[src/rtl/pov_pkg.sv]
// Shared types and constants for the POV command parser slice.
package pov_pkg;

    typedef enum logic [2:0] {
        IDLE,
        ADDR,
        LEN,
        DATA,
        CHK
    } parser_state_t;

    localparam logic [7:0] POV_SYNC_BYTE = 8'hA5;
    localparam int unsigned POV_ADDR_W = 8;

    typedef struct packed {
        logic                  en;
        logic [POV_ADDR_W-1:0] addr;
        logic [7:0]            data;
    } pov_wr_t;

endpackage

[src/rtl/rx_byte_strobe.sv]
// Turns the receiver's level done-flag into a one-cycle byte strobe.
module rx_byte_strobe (
    input  logic       clk,
    input  logic       reset,
    input  logic [7:0] rx_data,
    input  logic       rx_flag,
    output logic       stb,
    output logic [7:0] rx_byte
);

    logic flag_d;

    // Reset to 1 so a flag already high at reset release is not seen as a new byte.
    always_ff @(posedge clk) begin
        if (reset) flag_d <= 1'b1;
        else       flag_d <= rx_flag;
    end

    assign stb     = rx_flag & ~flag_d;
    assign rx_byte = stb ? rx_data : '0;

endmodule

[src/rtl/pov_cmd_parser.sv]
// Framed command parser: sync, addr, len, payload writes, optional XOR check.
// Optional checksum byte enabled by defining POV_PARSER_CHECKSUM_EN.
module pov_cmd_parser
    import pov_pkg::*;
#(
    parameter int unsigned ADDR_W         = 8,
    parameter logic [7:0]  SYNC_BYTE      = POV_SYNC_BYTE,
    parameter int unsigned TIMEOUT_CYCLES = 1_000_000
) (
    input  logic              clk,
    input  logic              reset,
    input  logic [7:0]        rx_data,
    input  logic              rx_flag,
    output logic              wr_en,
    output logic [ADDR_W-1:0] wr_addr,
    output logic [7:0]        wr_data,
    output logic              frame_done,
    output logic              frame_err,
    output logic              busy
);

    localparam int unsigned CNT_W = (TIMEOUT_CYCLES > 1) ? $clog2(TIMEOUT_CYCLES) : 1;
    localparam logic [CNT_W-1:0] CNT_LAST = CNT_W'(TIMEOUT_CYCLES - 1);

    logic              stb;
    logic [7:0]        rx_byte;
    parser_state_t     state;
    logic [ADDR_W-1:0] base;
    logic [7:0]        len;
    logic [7:0]        idx;
    logic [CNT_W-1:0]  tmo_cnt;
`ifdef POV_PARSER_CHECKSUM_EN
    logic [7:0]        chk_acc;
`endif

    rx_byte_strobe u_strobe (
        .clk     (clk),
        .reset   (reset),
        .rx_data (rx_data),
        .rx_flag (rx_flag),
        .stb     (stb),
        .rx_byte (rx_byte)
    );

    always_ff @(posedge clk) begin
        if (reset) begin
            state      <= IDLE;
            wr_en      <= 1'b0;
            wr_addr    <= '0;
            wr_data    <= '0;
            frame_done <= 1'b0;
            frame_err  <= 1'b0;
            busy       <= 1'b0;
            base       <= '0;
            len        <= '0;
            idx        <= '0;
            tmo_cnt    <= '0;
`ifdef POV_PARSER_CHECKSUM_EN
            chk_acc    <= '0;
`endif
        end else begin
            wr_en      <= 1'b0;
            frame_done <= 1'b0;
            frame_err  <= 1'b0;
            if (stb) begin
                // A strobe always beats a coincident timeout.
                tmo_cnt <= '0;
                case (state)
                    IDLE: begin
                        if (rx_byte == SYNC_BYTE) begin
                            state <= ADDR;
                            busy  <= 1'b1;
`ifdef POV_PARSER_CHECKSUM_EN
                            chk_acc <= '0;
`endif
                        end
                    end
                    ADDR: begin
                        base  <= ADDR_W'(rx_byte);
                        state <= LEN;
`ifdef POV_PARSER_CHECKSUM_EN
                        chk_acc <= chk_acc ^ rx_byte;
`endif
                    end
                    LEN: begin
                        len <= rx_byte;
                        idx <= '0;
`ifdef POV_PARSER_CHECKSUM_EN
                        chk_acc <= chk_acc ^ rx_byte;
`endif
                        if (rx_byte != 8'd0) begin
                            state <= DATA;
                        end else begin
`ifdef POV_PARSER_CHECKSUM_EN
                            state <= CHK;
`else
                            state      <= IDLE;
                            busy       <= 1'b0;
                            frame_done <= 1'b1;
`endif
                        end
                    end
                    DATA: begin
                        wr_en   <= 1'b1;
                        wr_addr <= base + ADDR_W'(idx);
                        wr_data <= rx_byte;
                        idx     <= idx + 8'd1;
`ifdef POV_PARSER_CHECKSUM_EN
                        chk_acc <= chk_acc ^ rx_byte;
`endif
                        if (idx == len - 8'd1) begin
`ifdef POV_PARSER_CHECKSUM_EN
                            state <= CHK;
`else
                            state      <= IDLE;
                            busy       <= 1'b0;
                            frame_done <= 1'b1;
`endif
                        end
                    end
`ifdef POV_PARSER_CHECKSUM_EN
                    CHK: begin
                        state      <= IDLE;
                        busy       <= 1'b0;
                        frame_done <= (rx_byte == chk_acc);
                        frame_err  <= (rx_byte != chk_acc);
                    end
`endif
                    default: begin
                        state <= IDLE;
                        busy  <= 1'b0;
                    end
                endcase
            end else if (state != IDLE) begin
                if (tmo_cnt == CNT_LAST) begin
                    state     <= IDLE;
                    busy      <= 1'b0;
                    frame_err <= 1'b1;
                    tmo_cnt   <= '0;
                end else begin
                    tmo_cnt <= tmo_cnt + 1'b1;
                end
            end else begin
                tmo_cnt <= '0;
            end
        end
    end

endmodule

[config.mk]
export PLATFORM = sky130hd
export DESIGN_NAME = pov_cmd_parser
export DESIGN_NICKNAME = d
export VERILOG_FILES = /design/src/rtl/pov_pkg.sv /design/src/rtl/rx_byte_strobe.sv /design/src/rtl/pov_cmd_parser.sv
export SDC_FILE = /design/constraint.sdc
export NUM_CORES = 1
export LEC_CHECK = 0
export CAP_MARGIN = 30
export CORE_MARGIN = 2
export CORE_UTILIZATION = 45
export CTS_BUF_LIST = sky130_fd_sc_hd__clkbuf_8
export DETAILED_ROUTE_END_ITERATION = 8
export PLACE_DENSITY = 0.68
export SYNTH_ARGS = -nofsm -noshare
export SYNTH_HDL_FRONTEND = slang
export SYNTH_HIERARCHICAL = 1
export SYNTH_SLANG_ARGS = --single-unit
[constraint.sdc]
create_clock -name clk -period 2.2 [get_ports clk]
set_input_delay 0.22 -clock clk [delete_from_list [all_inputs] [get_ports clk]]
set_output_delay 0.22 -clock clk [all_outputs]
set_load 0.01 [all_outputs]
== Word level (Yosys, flattened, before mapping) ==
Cells that the tools add are included.

* Add/sub/neg operators: 4
* Multiply operators: 0
* Div/mod/pow operators: 0
* $lt $le $gt $ge: 0
* Equal/unequal tests: 10
* Shifts and indexed selects: 0
* Muxes and demuxes: 21
* Bitwise logic cells: 4
* Reductions and logical operators: 15

{| class="wikitable"
|+ Operators with widths
! kind !! number
|-
| adder 20 x 1 -> 20 bit, second input constant || 1
|-
| == test 20 bit, second input constant || 1
|-
| one-hot mux 8 bit (2 select lines) || 1
|-
| two-way mux 3 bit || 5
|-
| one-hot mux 3 bit (4 select lines) || 1
|-
| two-way mux 1 bit || 10
|-
| inequality test 3 bit, second input constant || 3
|-
| adder 8 x 1 -> 8 bit, second input constant || 1
|-
| adder 8 bit || 1
|-
| == test 8 bit || 1
|-
| == test 8 bit, second input constant || 1
|-
| two-way mux 8 bit || 1
|-
| AND reduction 2 bit || 4
|-
| nonzero test 8 bit || 1
|-
| subtractor 8 x 1 -> 8 bit, second input constant || 1
|-
| == test 3 x 2 -> 1 bit, second input constant || 2
|-
| AND reduction 6 bit || 1
|-
| nonzero test 2 bit || 3
|-
| one-hot mux 1 bit (4 select lines) || 1
|-
| AND reduction 4 bit || 1
|-
| OR reduction 4 bit || 1
|-
| == test 3 x 1 -> 1 bit, second input constant || 1
|-
| logical NOT 3 bit || 1
|-
| NOT 1 bit || 3
|-
| 7 further kinds || 7
|}

* Register bits: 68
* Bits in latches: 0
* RAM bits: 0
* ROM bits: 0
* Bits of input ports: 11
* Output and inout port bits: 20
* Logic and storage cells: 66
* Memories: 0

== Longest topological paths before layout ==
Gate-level depths: netlist (run 1).

* Depth in word-level cells: 7
* Mapped depth: 9
* Gate-level depth less buffers: 9

== Cells and area by module ==
Netlist (run 1), hierarchy kept.

{| class="wikitable"
|+ Modules (own cells, without submodules)
! module !! instances !! cells each !! area each (µm²) !! sequential area each (µm²)
|-
| pov_cmd_parser || 1 || 382 || 3150.5 || 1321.3
|-
| rx_byte_strobe || 1 || 11 || 102.6 || 20.0
|}

== Worst setup path after synthesis (run 1) ==
Ideal clock, no wire load.

* Path kind: register to register
* Start point: reg idx[0]
* End point: reg wr_addr[6]
* Library setup time: 0.061 ns
* Arrival time: 1.976 ns
* Required time: 2.139 ns
* Path slack: 0.164 ns
* Stages on the path, launching flop included: 10
* Path buffers: 0
* Clock period less this slack: 2.036 ns
* Path through: dfxtp_1 -> ha_1 -> inv_1 -> fa_1 -> nor2b_1 -> o21ai_0 -> a21oi_1 -> o21ai_0 -> a2111oi_0 -> a311o_1

* Word-level cells in the longest chain between the ends: 1

{| class="wikitable"
|+ RTL lines
! what !! line !! text
|-
| start, declared || pov_cmd_parser.sv:30 || <nowiki>logic [7:0] idx;</nowiki>
|-
| start signal, assigned || pov_cmd_parser.sv:107 || <nowiki>idx <= idx + 8'd1;</nowiki>
|-
| adder 8 bit || pov_cmd_parser.sv:105 || <nowiki>wr_addr <= base + ADDR_W'(idx);</nowiki>
|-
| end signal, assigned || pov_cmd_parser.sv:105 ||
|-
| end, declared || pov_cmd_parser.sv:15 || <nowiki>output logic [ADDR_W-1:0] wr_addr,</nowiki>
|}

No other way between the ends.
A chain may end at the register's enable or synchronous reset.

== Final worst setup path (run 1) ==
* Start point: reg base[0]
* End point: reg wr_addr[6]

* Word-level cells in the longest chain between the ends: 1

{| class="wikitable"
|+ RTL lines
! what !! line !! text
|-
| start, declared || pov_cmd_parser.sv:28 || <nowiki>logic [ADDR_W-1:0] base;</nowiki>
|-
| start signal, assigned || pov_cmd_parser.sv:79 || <nowiki>base <= ADDR_W'(rx_byte);</nowiki>
|-
| adder 8 bit || pov_cmd_parser.sv:105 ||
|}

No other way between the ends.

==> flow_summary.toml, run 1 <==
[synth]
ys_ff_latch = 67
synth_edf_count = 0
syn_inst = 393
yosys_warnings = 6
synth_area_leaders = "dfxtp_1 (41%), nand2_1 (5.7%), a21oi_1 (5.5%)"
synth_cell_types = 44
syn_area_per_cell_um2 = 8.28
synth_async_sr_flop_share_pct = 0
yosys.area.top_type = "dfxtp_1"
syn_area_mm2 = 0.00325
synth_fp_nets = 415
yosysTopAreaCellShare_pct = 41.2
synth_flop_cell = "dfxtp_1"
synth-seq-area-share_pct = 41.2

[timing]
grt_setup_unrepaired = "true"
post-route-min-period_ns = 2.10
fmax_ghz = 0.477
maxSlewViolCount = 0
tightest_slew_ns = 0.509
setup_slack_ns = 0.104
fin_crit_sh_pct = 95.3
hold_viol = 0
slew_headroom_pct = 66.1
fin_skew_ns = 0.00607
finalSetupViolations = 0

[finish]
layout_commonest_cell = "dfxtp_1"
seq_area_mm2 = 0.00134
drive_gt1_share_pct = 13.6
fill_cells = 636
multi_input_area_mm2 = 0.00184
diodes = 0
area_growth_pct = 27.3
mostFrequentLayoutCells = "dfxtp_1 (66), nand2_1 (49), nor2_1 (44)"
fin_nets = 474

[floorplanning]
top_level_ports = 31
rows = 30
initial_core_util_pct = 47.1
dieHeight_um = 89.0
core_area_mm2 = 0.00691
dieArea_mm2 = 0.00793
die_w_um = 89.0

[route]
drt_pass1_iterations = 5
drt_iter0_drc = 203
drt_wl_total_um = 8000
ant_nets = 0
vias = 2983
drc_errors = 0
wl_per_cell_um = 14.5
viasPerCell = 5.39

[setup_path]
cp-startpoint = "base[0]$_SDFFE_PP0P_"
crit-reg2reg-launch = "base[0]$_SDFFE_PP0P_"
reg2reg_depth = 9
crit_fanout = 2
required_ns = 2.49
critPathLaunchType = "register"
r2r-end = "wr_addr[6]$_SDFFE_PP0P_"
critPathKind = "reg -> reg"
worstPathArrival_ns = 2.39
critPathCapture = "wr_addr[6]$_SDFFE_PP0P_"
regToRegSetupSlack_ns = 0.10
end_kind = "register"

[status]
outcome = "complete, no violations"

[global_route]
antenna_found_initial = 0
met2_usage_pct = 32.8
grt_pass1_vias = 2769
grt_pass1_wl_um = 13200
track_usage_pct = 21.8
grt-busiest-layer = "met2"
use_met3_pct = 3.79
grt-ovfl-total = 0
grt_max_degree = 29
use_met1_pct = 31.0

[power]
total_power_w = 0.00236
p_per_area_mw_per_mm2 = 570
p_leak_nw = 1.60
max-vdd-ir-drop_uv = 363

[clocking]
clock-sinks = 67
cts-root-buf = "clkbuf_8"
htree_levels = 3
clockBufferDepth = 2
insertion_delay_ns = 0.35
cts-hold-fix-buffers = 0
path_clk_slew_ns = 0.07
cts_buffers = 9
cts_tree = "yes"

[place]
dp.final_hpwl_um = 5660
post-place-ws_ns = -0.0335
gp_congestion = 0.832
io_buffer_count = 30

[job]
maxCapViolCount = 0

[worst_hold_path]
hp-class = "in -> reg"
[cells in the mapped netlist (all sizes together), types with 4 or more instances]
cell	count
and3b	8
nand2	49
mux2i	8
a2111oi	4
nand3	16
and4	4
xnor2	10
a21oi	36
nand2b	4
nor2b	4
nand4	8
xor2	19
nor2	45
dfxtp	67
nor3	9
nor4	5
or3	5
clkbuf	16
inv	14
o21ai	17
nand3b	4
and3	4
ha	10
[flip-flops by register name, indices dropped and copies added (netlist names), 2 cells and up]
name / count
base: 8
wr_addr: 8
wr_data: 8
state: 2
idx: 8
len: 8
tmo_cnt: 20
[through the flow]
stage / std cells / setup TNS [ns] / cell area, um2 / util (%) / hold WS [ns]
finish: 553 / 0 / 4140 / 60.0 / 0.324
global route: 553 / -0.0538 / 4140 / 60.0 / 0.350
CTS: 553 / 0 / 4100 / 59.3 / 0.312
detailed placement: 537 / -0.0335 / 3880 / 56.2 / 0.446
global placement: 537 / 0 / 3880 / 56.2 / 0.441
floorplan: 393 / 0 / 3250 / - / 0.317
[critical path, stage by stage (launching register included)]
cell	delay [ns]
dfxtp_1	0.36
ha_1	0.18
inv_1	0.05
fa_1	0.39
nor2b_1	0.13
o21ai_0	0.11
a21oi_1	0.19
o21ai_1	0.11
a2111oi_2	0.36
a311o_1	0.16
[area by class of cell]
cell class              count  share of cell area (%)
clock buffers              12                    3.99
flip-flops and latches     67                    32.4
inverters                  14                    1.27
repair buffers             65                    13.8
multi-input cells         295                    44.5
well taps                  96                    2.90
clock inverters             4                    1.15
[report_power, final]
part | switching, W | internal, W
Clock | 0.000462 | 0.000612
Sequential | 0.00000180 | 0.00121
Combinational | 0.0000362 | 0.0000357
Total | 0.000500 | 0.00186
[logic make-up after synthesis]
logic type / count (synthesis) / share of synthesized area [%]
compound gates: 74 / 13.6
xor+xnor: 29 / 7.81
fa+ha+maj: 11 / 4.46
buf+inv: 31 / 3.58
flops: 67 / 41.2
mux: 9 / 2.92
simple gates: 172 / 26.4
[worst min path at each step]
stage | slack (ns) | endpoint | start | cells after the start
3_5_place_dp | 0.45 | wr_addr[3]$_SDFFE_PP0P_ | wr_addr[3]$_SDFFE_PP0P_ | 2
6_report | 0.32 | base[7]$_SDFFE_PP0P_ | reset | 2
2_1_floorplan | 0.32 | u_strobe/flag_d$_SDFF_PP1_ | reset | 1
4_1_cts | 0.31 | base[7]$_SDFFE_PP0P_ | reset | 2
3_3_place_gp | 0.44 | wr_addr[3]$_SDFFE_PP0P_ | wr_addr[3]$_SDFFE_PP0P_ | 2
5_1_grt | 0.35 | base[3]$_SDFFE_PP0P_ | reset | 2
[metal layers]
metal,routed length (um),vias up
li1,-,1493
met1,3970,1405
met2,3570,70
met3,287,15
met4,165,0
met5,0,-
[timing repair]
item / CTS / global route
endpoints found under the hold margin: 0 / 0
buffers inserted: 0 / 0
pin swaps: 0 / 3
endpoints found under the setup margin: 1 / 5
resized for setup: 1 / 11
No activity file was read; power rests on OpenSTA's default activity.
==> run 2: changes to the inputs <==
Settings changed: CAP_MARGIN 30 to unset.
==> results of run 2 <==
Same layout as run 1: the final DEF is identical, and so are final timing and power.
==> run 3: changes to the inputs <==
--- a/config.mk
+++ b/config.mk
@@ -7,3 +7,2 @@
 export LEC_CHECK = 0
-export CORE_MARGIN = 2
 export CORE_UTILIZATION = 45
@@ -11,2 +10,3 @@
 export DETAILED_ROUTE_END_ITERATION = 8
+export MAX_ROUTING_LAYER = met4
 export PLACE_DENSITY = 0.68
--- a/constraint.sdc
+++ b/constraint.sdc
@@ -3,2 +3,2 @@
 set_output_delay 0.22 -clock clk [all_outputs]
-set_load 0.01 [all_outputs]
+set_load 0.1 [all_outputs]
==> flow_summary.toml, run 3 (synthesized netlist as in run 1, its figures left out) <==
[status]
outcome = "complete, no violations"

[clocking]
htree_levels = 3
cts_tree = "yes"
clock-sinks = 67
cts_buffers = 9
clockBufferDepth = 2
insertion_delay_ns = 0.34
path_clk_slew_ns = 0.07
cts-root-buf = "clkbuf_8"

[timing]
tns_ns = 0
finalSetupViolations = 0
fin_crit_sh_pct = 91.7
post-route-min-period_ns = 2.02
hold_viol = 0
grt_setup_unrepaired = "false"
maxSlewViolCount = 0
slew_headroom_pct = 70.7
fin_skew_ns = 0.00900
tightest_slew_ns = 0.428
fmax_ghz = 0.495

[setup_path]
reg2reg_depth = 6
crit_fanout = 2
critPathLaunchType = "register"
r2r-end = "frame_done$_SDFF_PP0_"
crit-reg2reg-launch = "len[3]$_SDFFE_PP0P_"
end_kind = "register"
critPathKind = "reg -> reg"
required_ns = 2.46
worstPathArrival_ns = 2.28
regToRegSetupSlack_ns = 0.18

[global_route]
grt-ovfl-total = 0
grt_pass1_vias = 2649
track_usage_pct = 22.1
grt_max_degree = 34
grt_pass1_wl_um = 12600
antenna_found_initial = 0

[finish]
largest_register_ffs = 20
max_flop_register = "tmo_cnt"
area_growth_pct = 24.7
drive_gt1_share_pct = 17.4
fin_util_pct = 58.8
diodes = 0
layout_commonest_cell = "dfxtp_1"
mostFrequentLayoutCells = "dfxtp_1 (67), buf_4 (59), nand2_1 (49)"
fin_nets = 478

[floorplanning]
rows = 30
core_area_mm2 = 0.00691
initial_core_util_pct = 47.1
dieHeight_um = 87.0
top_level_ports = 31
die_w_um = 87.0
dieArea_mm2 = 0.00757

[power]
total_power_w = 0.00222
power.switching_w = 0.000471
p_seq_share_pct = 54.7
p_comb_share_pct = 3.3
p_per_area_mw_per_mm2 = 548
p_leak_nw = 1.66
clock_power_share_pct = 42.1
internal_power_w = 0.00175
swShare_pct = 21.2
max-vdd-ir-drop_uv = 384

[route]
viasPerCell = 5.29
vias = 2944
drt_iter0_drc = 155
drt_pass1_iterations = 4
drc_errors = 0
drt_wl_total_um = 7550
wl_per_cell_um = 13.6
ant_nets = 0

[place]
dp.final_hpwl_um = 5530
gp_congestion = 0.817
io_buffer_count = 30

[job]
maxCapViolCount = 0

[worst_hold_path]
min_to = "wr_addr[4]$_SDFFE_PP0P_"
worstHoldStart = "wr_addr[4]$_SDFFE_PP0P_"
holdPathStages = 2
hp-class = "reg -> reg"
[run 3: changes by cell type in the layout (fill, tap and decap cells not counted), sizes merged]
cell | before | now
buf | 36 | 59
clkdlybuf4s50 | 29 | 10
clkbuf | 12 | 9
inv | 14 | 17
clkinvlp | 1 | 0
[run 3: repair_timing]
action / 4_1_cts / 5_1_grt
endpoints found under the setup margin: 0 / 6
resized for setup: 0 / 9
hold buffers: 0 / 0
buffers inserted: 0 / 2
[run 3: how the worst max path moves through the flow]
stage / start / endpoint / cells after the start
detailed placement: rx_flag / busy$_SDFFE_PP0P_ / 9
global route: len[3]$_SDFFE_PP0P_ / busy$_SDFFE_PP0P_ / 7
floorplan: idx[0]$_SDFFE_PP0P_ / wr_addr[6]$_SDFFE_PP0P_ / 9
global placement: rx_flag / busy$_SDFFE_PP0P_ / 9
finish: len[3]$_SDFFE_PP0P_ / frame_done$_SDFF_PP0_ / 6
CTS: len[0]$_SDFFE_PP0P_ / busy$_SDFFE_PP0P_ / 7
[run 3: cell type report]
cell class                 count  area, um2
clock inverter                 6       51.3
tap                           96        120
fill                         650       2850
inverter                      14       52.6
sequential                    67       1340
clock buffer                   9        124
timing repair buffer          69        543
multi-input combinational    295       1830
[run 3: critical path: stages, from the launching register on]
cell and delay [ns]:
dfxtp_1 0.31, or3_1 0.37, or3_1 0.37, a2111oi_2 0.30
o211ai_1 0.20, mux2_4 0.30, nor3_2 0.10
[run 3: power by group through the flow]
stage	Clock, W	Sequential [W]	Combinational [W]
3_5_place_dp	0	0.00124	0.0000713
2_1_floorplan	0	0.00124	0.0000309
4_1_cts	0.000954	0.00121	0.0000714
3_3_place_gp	0	0.00124	0.0000709
5_1_grt	0.00100	0.00121	0.0000774
6_report	0.000935	0.00122	0.0000723
[run 3: stage by stage]
| step | instances | area, um2 | worst slack, ns | hold WS (ns) |
|---|---|---|---|---|
| floorplan | 393 | 3250 | 0.164 | 0.317 |
| global placement | 539 | 3840 | 0.0354 | 0.443 |
| detailed placement | 539 | 3840 | -0.0387 | 0.450 |
| CTS | 554 | 4010 | 0.0456 | 0.460 |
| global route | 556 | 4060 | 0.0257 | 0.477 |
| finish | 556 | 4060 | 0.182 | 0.461 |
[run 3: layer usage]
metal	wire, um	global-route usage (%)	vias to the layer above
li1	-	-	1498
met1	3850	31.1	1379
met2	3290	31.4	57
met3	276	3.60	10
met4	127	9.09	0
met5	0	-	-
